`config.mk`:
```
export PLATFORM = sky130hd
export DESIGN_NAME = func_32b_accum_stage
export DESIGN_NICKNAME = d
export VERILOG_FILES = /design/src/rtl/func_32b_accum_stage.sv
export SDC_FILE = /design/constraint.sdc
export NUM_CORES = 1
export LEC_CHECK = 0
export BUFFER_PORTS_ARGS = -buffer_cell sky130_fd_sc_hd__buf_4
export CORE_MARGIN = 5
export CORE_UTILIZATION = 64
export DETAILED_ROUTE_END_ITERATION = 16
export PLACE_DENSITY = 0.86
export SETUP_SLACK_MARGIN = 0.5
export SYNTH_ARGS = -nofsm -noshare
export SYNTH_HDL_FRONTEND = slang
export SYNTH_SLANG_ARGS = --single-unit
```
`constraint.sdc`:
```
create_clock -name CGRA_Clock -period 4.8 [get_ports CGRA_Clock]
set_input_delay 0.96 -clock CGRA_Clock [delete_from_list [all_inputs] [get_ports CGRA_Clock]]
set_output_delay 0.96 -clock CGRA_Clock [all_outputs]
set_load 0.005 [all_outputs]
```
`src/rtl/func_32b_accum_stage.sv`:
```
// Downstream stage of the 32-bit add/sub unit: registered pass-through or group accumulation,
// fed into a 2-entry output skid buffer. Optional macro ACCUM_SAT_EN selects saturating sums plus sat_flag.
module func_32b_accum_stage #(
  parameter int size  = 32,
  parameter int CNT_W = 8
) (
  input  logic             CGRA_Clock,
  input  logic             CGRA_Reset,
  input  logic [size-1:0]  in,
  input  logic             in_valid,
  output logic             in_ready,
  input  logic             mode,
  input  logic [CNT_W-1:0] acc_len,
  output logic [size-1:0]  out,
  output logic             out_valid,
  input  logic             out_ready,
  output logic             out_last
`ifdef ACCUM_SAT_EN
  ,
  output logic             sat_flag
`endif
);

  typedef enum logic [0:0] {
    IDLE  = 1'b0,
    ACCUM = 1'b1
  } state_e;

  localparam logic [CNT_W-1:0] CNT_ONE = {{(CNT_W-1){1'b0}}, 1'b1};

`ifdef ACCUM_SAT_EN
  // Signed saturating add; bit [size] flags that clamping occurred.
  function automatic logic [size:0] add_f(input logic [size-1:0] a, input logic [size-1:0] b);
    logic [size-1:0] s;
    logic            ovf;
    s   = a + b;
    ovf = (a[size-1] == b[size-1]) && (s[size-1] != a[size-1]);
    if (ovf) begin
      s = a[size-1] ? {1'b1, {(size-1){1'b0}}} : {1'b0, {(size-1){1'b1}}};
    end else begin
      s = s;
    end
    return {ovf, s};
  endfunction
`else
  function automatic logic [size-1:0] add_f(input logic [size-1:0] a, input logic [size-1:0] b);
    return a + b;
  endfunction
`endif

  state_e           state_q, state_d;
  logic [size-1:0]  acc_q, acc_d;
  logic [CNT_W-1:0] cnt_q, cnt_d;
  logic [CNT_W-1:0] len_q, len_d;

  logic [1:0]       occ_q, occ_d;
  logic [size-1:0]  head_data_q, head_data_d;
  logic             head_last_q, head_last_d;
  logic [size-1:0]  skid_data_q, skid_data_d;
  logic             skid_last_q, skid_last_d;
  logic             out_valid_q, out_valid_d;
  logic             in_ready_q, in_ready_d;

  logic             accept_s;
  logic             pop_s;
  logic             push_s;
  logic [size-1:0]  push_data_s;
  logic             push_last_s;
  logic [size-1:0]  sum_s;
  logic [CNT_W-1:0] len_in_s;
  logic [CNT_W-1:0] cnt_inc_s;

`ifdef ACCUM_SAT_EN
  logic             grp_sat_q, grp_sat_d;
  logic             head_sat_q, head_sat_d;
  logic             skid_sat_q, skid_sat_d;
  logic             push_sat_s;
  logic             ovf_s;
  assign {ovf_s, sum_s} = add_f(acc_q, in);
`else
  assign sum_s = add_f(acc_q, in);
`endif

  assign accept_s  = in_valid & in_ready_q;
  assign pop_s     = out_valid_q & out_ready;
  assign len_in_s  = (acc_len == {CNT_W{1'b0}}) ? CNT_ONE : acc_len;
  assign cnt_inc_s = cnt_q + CNT_ONE;

  // Group sequencing: decides what (if anything) an accepted beat pushes.
  always_comb begin
    state_d     = state_q;
    acc_d       = acc_q;
    cnt_d       = cnt_q;
    len_d       = len_q;
    push_s      = 1'b0;
    push_data_s = in;
    push_last_s = 1'b1;
`ifdef ACCUM_SAT_EN
    grp_sat_d   = grp_sat_q;
    push_sat_s  = 1'b0;
`endif
    if (accept_s) begin
      case (state_q)
        IDLE: begin
          if (!mode || (len_in_s == CNT_ONE)) begin
            push_s = 1'b1;
          end else begin
            acc_d   = in;
            cnt_d   = CNT_ONE;
            len_d   = len_in_s;
            state_d = ACCUM;
`ifdef ACCUM_SAT_EN
            grp_sat_d = 1'b0;
`endif
          end
        end
        ACCUM: begin
          if (cnt_inc_s == len_q) begin
            push_s      = 1'b1;
            push_data_s = sum_s;
            acc_d       = {size{1'b0}};
            cnt_d       = {CNT_W{1'b0}};
            state_d     = IDLE;
`ifdef ACCUM_SAT_EN
            push_sat_s  = grp_sat_q | ovf_s;
            grp_sat_d   = 1'b0;
`endif
          end else begin
            acc_d = sum_s;
            cnt_d = cnt_inc_s;
`ifdef ACCUM_SAT_EN
            grp_sat_d = grp_sat_q | ovf_s;
`endif
          end
        end
        default: begin
          state_d = IDLE;
          acc_d   = {size{1'b0}};
          cnt_d   = {CNT_W{1'b0}};
        end
      endcase
    end else begin
      state_d = state_q;
    end
  end

  // Skid buffer: a push never arrives while full because in_ready tracks occupancy.
  always_comb begin
    occ_d       = occ_q;
    head_data_d = head_data_q;
    head_last_d = head_last_q;
    skid_data_d = skid_data_q;
    skid_last_d = skid_last_q;
`ifdef ACCUM_SAT_EN
    head_sat_d  = head_sat_q;
    skid_sat_d  = skid_sat_q;
`endif
    case (occ_q)
      2'd0: begin
        if (push_s) begin
          head_data_d = push_data_s;
          head_last_d = push_last_s;
`ifdef ACCUM_SAT_EN
          head_sat_d  = push_sat_s;
`endif
          occ_d       = 2'd1;
        end else begin
          occ_d = 2'd0;
        end
      end
      2'd1: begin
        if (push_s && pop_s) begin
          head_data_d = push_data_s;
          head_last_d = push_last_s;
`ifdef ACCUM_SAT_EN
          head_sat_d  = push_sat_s;
`endif
        end else if (push_s) begin
          skid_data_d = push_data_s;
          skid_last_d = push_last_s;
`ifdef ACCUM_SAT_EN
          skid_sat_d  = push_sat_s;
`endif
          occ_d       = 2'd2;
        end else if (pop_s) begin
          occ_d = 2'd0;
        end else begin
          occ_d = 2'd1;
        end
      end
      2'd2: begin
        if (pop_s) begin
          head_data_d = skid_data_q;
          head_last_d = skid_last_q;
`ifdef ACCUM_SAT_EN
          head_sat_d  = skid_sat_q;
`endif
          occ_d       = 2'd1;
        end else begin
          occ_d = 2'd2;
        end
      end
      default: occ_d = 2'd0;
    endcase
    out_valid_d = (occ_d != 2'd0);
    in_ready_d  = (occ_d != 2'd2);
  end

  // State and buffer registers.
  always_ff @(posedge CGRA_Clock or negedge CGRA_Reset) begin
    if (!CGRA_Reset) begin
      state_q     <= IDLE;
      acc_q       <= {size{1'b0}};
      cnt_q       <= {CNT_W{1'b0}};
      len_q       <= {CNT_W{1'b0}};
      occ_q       <= 2'd0;
      head_data_q <= {size{1'b0}};
      head_last_q <= 1'b0;
      skid_data_q <= {size{1'b0}};
      skid_last_q <= 1'b0;
      out_valid_q <= 1'b0;
      in_ready_q  <= 1'b1;
`ifdef ACCUM_SAT_EN
      grp_sat_q   <= 1'b0;
      head_sat_q  <= 1'b0;
      skid_sat_q  <= 1'b0;
`endif
    end else begin
      state_q     <= state_d;
      acc_q       <= acc_d;
      cnt_q       <= cnt_d;
      len_q       <= len_d;
      occ_q       <= occ_d;
      head_data_q <= head_data_d;
      head_last_q <= head_last_d;
      skid_data_q <= skid_data_d;
      skid_last_q <= skid_last_d;
      out_valid_q <= out_valid_d;
      in_ready_q  <= in_ready_d;
`ifdef ACCUM_SAT_EN
      grp_sat_q   <= grp_sat_d;
      head_sat_q  <= head_sat_d;
      skid_sat_q  <= skid_sat_d;
`endif
    end
  end

  assign in_ready  = in_ready_q;
  assign out       = head_data_q;
  assign out_last  = head_last_q;
  assign out_valid = out_valid_q;
`ifdef ACCUM_SAT_EN
  assign sat_flag  = head_sat_q;
`endif

endmodule

```
Yosys cells after proc, flatten, opt, wreduce, memory -nomap -nowiden

Index checks and enable logic that the tools add are counted.

Output and inout port bits: 35
Bits of input ports: 45
Logic and storage cells: 69
Bits in registers: 119

Equal/unequal tests: 9
Multiplexer cells: 31
Reductions and logical operators: 11
Bitwise logic cells: 5
Add/subtract/negate cells: 2

Operator list:

| operator                                                              | count |
|---|---|
| 32-bit 2-to-1 mux                                                     | 8 |
| 32-bit one-hot mux with 3 select lines                                | 1 |
| 32-bit one-hot mux with 2 select lines                                | 1 |
| 32-bit adder                                                          | 1 |
| 8-bit 2-to-1 mux                                                      | 3 |
| 8-bit one-hot mux with 2 select lines                                 | 1 |
| 1-bit 2-to-1 mux                                                      | 10 |
| 2-bit inequality test, second input constant                          | 5 |
| 8-bit by 1-bit adder with 8-bit output, second input constant         | 1 |
| 8-bit by 1-bit equality test with 1-bit output, second input constant | 1 |
| 8-bit equality test                                                   | 1 |
| 8-bit zero test                                                       | 1 |
| 2-bit 2-to-1 mux                                                      | 3 |
| 2-bit one-hot mux with 3 select lines                                 | 1 |
| 3-bit AND reduction                                                   | 2 |
| 1-bit one-hot mux with 2 select lines                                 | 2 |
| 4-bit AND reduction                                                   | 1 |
| 1-bit inverter                                                        | 3 |
| 1-bit one-hot mux with 3 select lines                                 | 1 |
| 3-bit nonzero test                                                    | 1 |
| 1-bit bitwise AND                                                     | 2 |
| 2-bit by 1-bit equality test with 1-bit output, second input constant | 1 |
| 2-bit equality test, second input constant                            | 1 |
| 2-bit zero test                                                       | 1 |
| 5 further kinds                                                       | 5 |

Depth between registers and ports, before layout

Gate-level depths: netlist of run 1.

Depth after elaboration: 11
Mapped depth: 12

Worst setup path before layout of run 1

No wires, ideal clock.

Path type: in2reg
From: input in[0]
To: register head_data_q[30], in the netlist out[30]
Arrival time: 3.544 ns
Library setup time: 0.095 ns
Path slack: 1.160 ns
Stages on the path: 11
Required time: 4.705 ns
Path through: ha_1 fa_1 a211oi_1 o211ai_1 a221oi_1 and4b_1 o311ai_1 o21ai_0 xor2_1 a21oi_1 o31ai_1

Word-level cells in the longest chain between the ends: 6
Elaborated cells on any way between the ends: 7
Classes of those cells: add/sub: 1; mux: 6

Ends and longest elaborated chain:

| element                                     | line     | RTL |
|---|---|---|
| start: declaration                          | 9        | `input logic [size-1:0] in,` |
| 32-bit adder (*)                            | 47       | `return a + b;` |
| 32-bit 2-to-1 mux (*)                       | 118      | `if (cnt_inc_s == len_q) begin` |
| 32-bit 2-to-1 mux (*)                       | 103      | `case (state_q)` |
| 32-bit 2-to-1 mux (*)                       | 102      | `if (accept_s) begin` |
| 32-bit 2-to-1 mux, on equally long branches | 172, 160 |  |
| 32-bit one-hot mux with 3 select lines (*)  | 158      | `case (occ_q)` |
| end signal: assignment                      | 217      | `head_data_q <= {size{1'b0}};` |
| end signal: assignment                      | 234      | `head_data_q <= head_data_d;` |
| end: declaration                            | 57       | `logic [size-1:0] head_data_q, head_data_d;` |

Mark *: on every way between the ends. The rest lies on a longest branch, timed or not. The select of a mux whose other input is x is not followed.
A chain may end at the register's enable or synchronous reset.

Worst setup path after layout of run 1

Ends and elaborated chain as after synthesis.

==> key figures, run 1 <==
Floorplan
  • Die Area: 0.01384 mm2
  • Initial core utilization: 65.23%
  • DIE WIDTH: 117.6 um
  • Core Rows: 39
  • CORE AREA: 0.01137 mm2
  • IO Pins: 80
  • Height of the die: 117.6 um

Synthesis
  • Sequential-to-total area share from yosys stat: 40.17%
  • Synth Net Count: 958
  • Post-synth EDFFs: 0
  • Seq cells post-synth: 119
  • Asr flop ratio synth: 100.0%
  • Mapped Area: 0.007416 mm2
  • Synth warnings: 0
  • Unique masters post-synth: 59
  • Mapped Cells: 880
  • Top FF cell, synth: dfrtp_1
  • Avg Synthesized Cell Area: 8.427 um2

Global route
  • Largest net degree at the start of global routing: 77
  • M1 GR Usage: 39.63%
  • Final global-route overflow total: 0
  • First-pass GRT wire length: 33280 um
  • Vias in the first global route: 6643
  • Met3 Use GR: 7.593%
  • Met2 usage: 46.36%
  • Grt peak-use layer: met2
  • GRT Overall Usage: 29.32%
  • Initial antenna violation count: 0

Critical path
  • Startpoint Class: input pin
  • CP Capture Point: out[30]
  • Worst setup path startpoint: in[0]
  • Crit Path Max Fanout: 3
  • CP Cell Sequence: buf_4 > ha_1 > fa_1 > a211oi_1 > o211ai_1 > a221oi_1 > and4b_1 > o311ai_1 > o21ai_0 > xor2_1 > a21oi_1 > o31ai_1
  • Critical Path Max Stage Delay: 420 ps
  • RR Endpoint: skid_data_q[21]
  • Critical Path Sink Type: flip-flop
  • Slowest-stage cell, CP: fa_1
  • CP Class: in -> reg
  • Crit Reg-Reg Startpoint: cnt_q[0]
  • CP arrival: 4010 ps
  • Required time of the critical path: 5110 ps
  • R2R Setup Slk: 1340 ps
  • R2R cell count: 10

Timing
  • Final Max Slew Viols: 0
  • Setup_tns: 0 ps
  • Part of the cycle the worst path needs: 77.02%
  • RSZ-0062 raised after global routing: false
  • Final Setup Violations: 0
  • Endpoints failing hold: 0
  • Worst-margin pin slew: 1165 ps
  • Fmax: 270.5 MHz
  • Slew headroom: 22.32%
  • Setup Skew: 9.337 ps
  • Final min period: 3697 ps
  • Hold slack: 473.2 ps

Placement
  • Area after DPL: 0.008040 mm2
  • Detailed Place HPWL: 13840 um
  • GP Congestion: 0.9713
  • Port Buffer Count: 79

Pwr
  • Power per Cell Area: 695.1 mW/mm2
  • P_leak: 4.074 nW
  • Max rail drop VDD: 0.4795 mV

Clock network
  • Clk root buf: clkbuf_16
  • H-tree levels: 4
  • Hold_buf cts: 0
  • TritonCTS clock tree: yes
  • Post-CTS setup buffers: 0
  • Worst skew pair latency: 420 ps
  • Post-CTS sizing: 0
  • TritonCTS buffer count: 17
  • CTS Sinks: 119
  • CTS clk-pin slew, worst paths: 60 ps
  • CTS max path bufs: 2

Cells and area
  • Most common cell after layout, fill and taps aside: nand2_1
  • Fin area: 0.008658 mm2
  • Most frequent cells in the layout: nand2_1, dfrtp_1, o21ai_0
  • Share of layout cells above drive strength 1: 15.01%
  • Area delta synth->final: 16.75%
  • # diodes: 0
  • Nets: 1019

Detailed routing
  • Pre-antenna DRT Iters: 5
  • Starting DRT DRC Count: 726
  • Final WL: 20150 um
  • Residual DRC: 0
  • Via density: 6.224
  • Routed WL per cell: 18.38 um
  • Post-DRT Antenna Nets: 0
  • Via Count: 6821

Job
  • Max Cap Violations: 0

Outcome
  • Status: complete, no violations

Hold path
  • Min-delay worst type: reg -> reg
## flip-flops by register name, summed over array words and instances (netlist names)
register	cells
acc_q	32
cnt_q	8
in_ready	1
len_q	8
occ_q	2
out	32
out_last	1
out_valid	1
skid_data_q	32
skid_last_q	1
state_q	1
## layout make-up
cell class,instances,area [um2]
clock inverters,12,175.2
well taps,143,178.9
inverters,12,45.04
multi-input cells,700,4154
fillers,842,2711
repair buffers,91,683.2
clock buffers,19,442.9
flip-flops and latches,119,2979
## worst min-delay path by stage
stage                                 end  cells past startpoint            start  slack (ps)
after floorplan               skid_last_q                      1      skid_last_q         440
after global placement    skid_data_q[31]                      2  skid_data_q[31]         450
after detailed placement      skid_last_q                      1      skid_last_q         450
after CTS                     skid_last_q                      1      skid_last_q         470
after global routing          skid_last_q                      1      skid_last_q         490
final                     skid_data_q[31]                      2  skid_data_q[31]         470
## through the flow
step | worst slack, ps | power, mW | instances | util [%]
6_report | 1103 | 6.018 | 1096 | 76.15
4_1_cts | 1108 | 5.986 | 1096 | 76.15
3_5_place_dp | 725.8 | 4.579 | 1065 | 70.72
2_1_floorplan | 1160 | 3.794 | 880 | -
3_3_place_gp | 796.4 | 4.496 | 1065 | 70.72
5_1_grt | 853.5 | 6.466 | 1096 | 76.15
## cells in the mapped netlist, drive strengths merged, types with 17 or more instances
master | instances | area (um2)
clkbuf | 30 | 112.6
dfrtp | 118 | 2953
ha | 32 | 400.4
o21ai | 123 | 615.6
xor2 | 23 | 201.4
nor2 | 70 | 262.8
mux2i | 24 | 240.2
nand2 | 157 | 591.8
a21o | 17 | 127.6
buf | 19 | 126.4
a21oi | 86 | 434.2
## worst max-delay path, delay by kind of cell
| kind | cells | cell delay, ps |
|---|---|---|
| AOI/OAI and AO/OA | 7 | 1790 |
| adders and majority gates | 2 | 650 |
| and+or+nand+nor | 1 | 260 |
| xor gates and xnor gates | 1 | 240 |
| buffers and inverters | 1 | 120 |
## metal layers
| metal | share of wire [%] | vias to the layer above |
|---|---|---|
| met5 | 0 | - |
| met4 | 2.2 | 0 |
| met3 | 8.4 | 40 |
| met2 | 46 | 299 |
| met1 | 43 | 3234 |
| li1 | - | 3248 |
## cell families (layout without fill, tap and decap cells)
logic type | count (synthesis) | in the layout | share of synthesized area, %
DFF | 119 | 119 | 40.17
buffers and inverters | 61 | 134 | 3.830
and+or+nand+nor | 294 | 294 | 17.06
AOI/OAI and AO/OA | 300 | 300 | 23.89
muxes | 34 | 34 | 4.758
xor gates and xnor gates | 38 | 38 | 4.488
adders and majority gates | 34 | 34 | 5.804
## where the power goes
part           switching, mW  total, mW  internal, mW
logic                   1.68       2.89          1.21
clock network          0.472       1.35         0.879
registers              0.309       1.78          1.47
Note: power is estimated with default switching activity, not from simulation.
==> run 2: changes to the inputs <==
--- a/config.mk
+++ b/config.mk
@@ -7,9 +7,9 @@
 export LEC_CHECK = 0
 export BUFFER_PORTS_ARGS = -buffer_cell sky130_fd_sc_hd__buf_4
 export CORE_MARGIN = 5
-export CORE_UTILIZATION = 64
+export CORE_UTILIZATION = 60
 export DETAILED_ROUTE_END_ITERATION = 16
-export PLACE_DENSITY = 0.86
+export PLACE_DENSITY = 0.81
 export SETUP_SLACK_MARGIN = 0.5
 export SYNTH_ARGS = -nofsm -noshare
 export SYNTH_HDL_FRONTEND = slang
==> constraint.sdc (replaced) <==
create_clock -name CGRA_Clock -period 3.8 [get_ports CGRA_Clock]
set_input_delay 0.76 -clock CGRA_Clock [delete_from_list [all_inputs] [get_ports CGRA_Clock]]
set_output_delay 0.76 -clock CGRA_Clock [all_outputs]
set_load 0.005 [all_outputs]
==> run 2 against run 1 <==
Cell count is 3.0% higher. Wire length decreased by 0.80%. Non-clock buffer count rose by 7. Register-to-register slack got worse by 700 ps. Largest cell class unchanged. Highest routed layer unchanged.
==> key figures, run 2 (synthesis gave the netlist of run 1 again) <==
Outcome
  • Status: complete, no violations

Cells and area
  • # diodes: 0
  • Most frequent cells in the layout: nand2_1, dfrtp_1, buf_4
  • Most common cell after layout, fill and taps aside: nand2_1
  • Fillers: 944
  • Share of layout cells above drive strength 1: 17.07%
  • Nets: 1026
  • Area delta synth->final: 18.78%

Detailed routing
  • Final WL: 19990 um
  • Pre-antenna DRT Iters: 5
  • Via density: 6.092
  • Post-DRT Antenna Nets: 0
  • Routed WL per cell: 17.70 um
  • Starting DRT DRC Count: 744
  • Residual DRC: 0
  • Via Count: 6878

Pwr
  • P_leak: 4.104 nW
  • Power per Cell Area: 868.2 mW/mm2
  • Max rail drop VDD: 0.5688 mV
  • Overall Power: 7.648 mW

Global route
  • Initial antenna violation count: 0
  • GRT Overall Usage: 28.45%
  • Final global-route overflow total: 0
  • Largest net degree at the start of global routing: 68
  • First-pass GRT wire length: 32820 um
  • Vias in the first global route: 6584

Floorplan
  • CORE AREA: 0.01206 mm2
  • Core Rows: 40
  • Initial core utilization: 61.48%
  • IO Pins: 80
  • Height of the die: 121.2 um
  • DIE WIDTH: 121.2 um
  • Die Area: 0.01468 mm2

Critical path
  • Buf+Inv Stages, Crit Path: 1
  • Critical Path Sink Type: flip-flop
  • Critical path's top delay family: simple AND/OR/NAND/NOR gates
  • Slowest-stage cell, CP: dfrtp_1
  • CP Cell Sequence: ha_1 > nand3_1 > nor3_1 > o22ai_1 > nor2_1 > nand2_2 > nor2_1 > buf_4 > mux2i_1 > o21ai_0
  • Startpoint Class: flip-flop
  • CP dominant cell by count: nor2_1
  • Required time of the critical path: 4090 ps
  • Critical Path Max Stage Delay: 470 ps
  • Crit Path Max Fanout: 10
  • CP Class: reg -> reg
  • CP arrival: 3460 ps

Job
  • Max Cap Violations: 0

Clock network
  • CTS max path bufs: 2
  • Clk root buf: clkbuf_16
  • Worst skew pair latency: 430 ps
  • TritonCTS clock tree: yes
  • CTS clk-pin slew, worst paths: 60 ps
  • CTS Sinks: 119
  • TritonCTS buffer count: 17
  • H-tree levels: 4

Timing
  • Setup Skew: 6.803 ps
  • Setup_tns: 0 ps
  • Final min period: 3165 ps
  • Fmax: 316.0 MHz
  • Post-route worst setup slack: 635.3 ps
  • Endpoints failing hold: 0
  • Final Setup Violations: 0
  • Hold slack: 375.7 ps
  • Worst-margin pin slew: 997.8 ps
  • RSZ-0062 raised after global routing: true
  • Slew headroom: 33.24%
  • Part of the cycle the worst path needs: 83.28%
  • Final Max Slew Viols: 0

Placement
  • Port Buffer Count: 79
  • GP Congestion: 0.9525
  • Worst slack, placed: 172.3 ps
  • Detailed Place HPWL: 14240 um

Hold path
  • Min-delay worst type: in -> async
## run 2: routing by layer
layer  wire [um]  GRT usage, %
met1        8744         39.50
met2        9129         43.31
met3        1685         7.552
met4         428         9.804
met5           0             0
## run 2: cell type report
cell class	instances	area, um2	area share, %
multi-input combinational	700	4215	47.86
sequential	119	2979	33.82
timing repair buffer	98	748.2	8.494
clock buffer	18	439.2	4.986
tap	168	210.2	2.386
clock inverter	14	171.4	1.946
inverter	12	45.04	0.5114
## run 2: through the flow
step,instances,area (um2),utilization [%]
finish,1129,8808,73.03
global route,1129,8808,73.03
CTS,1128,8761,72.63
detailed placement,1096,8150,67.57
global placement,1096,8150,67.57
floorplan,880,7437,-
## run 2: timing repair
item / 4_1_cts / 5_1_grt
resized for setup: 0 / 10
hold endpoints to repair: 0 / 0
setup buffers: 0 / 1
hold buffers: 0 / 0
setup endpoints to repair: 0 / 32
## run 2: worst paths after layout
kind,cells after the start,endpoint,slack (ps),start
min in group CGRA_Clock,1,skid_last_q,470,skid_last_q
hold / removal,1,cnt_q[1],380,CGRA_Reset
max in group asynchronous,2,in_ready,2600,CGRA_Reset
setup reg to reg,10,out[23],640,cnt_q[0]
hold reg to reg,1,skid_last_q,470,skid_last_q
setup / recovery,10,out[23],640,cnt_q[0]
## run 2: where the power goes
part,switching [mW],total [mW],internal (mW)
Combinational,2.16,3.75,1.58
Clock,0.619,1.67,1.05
Sequential,0.376,2.23,1.86
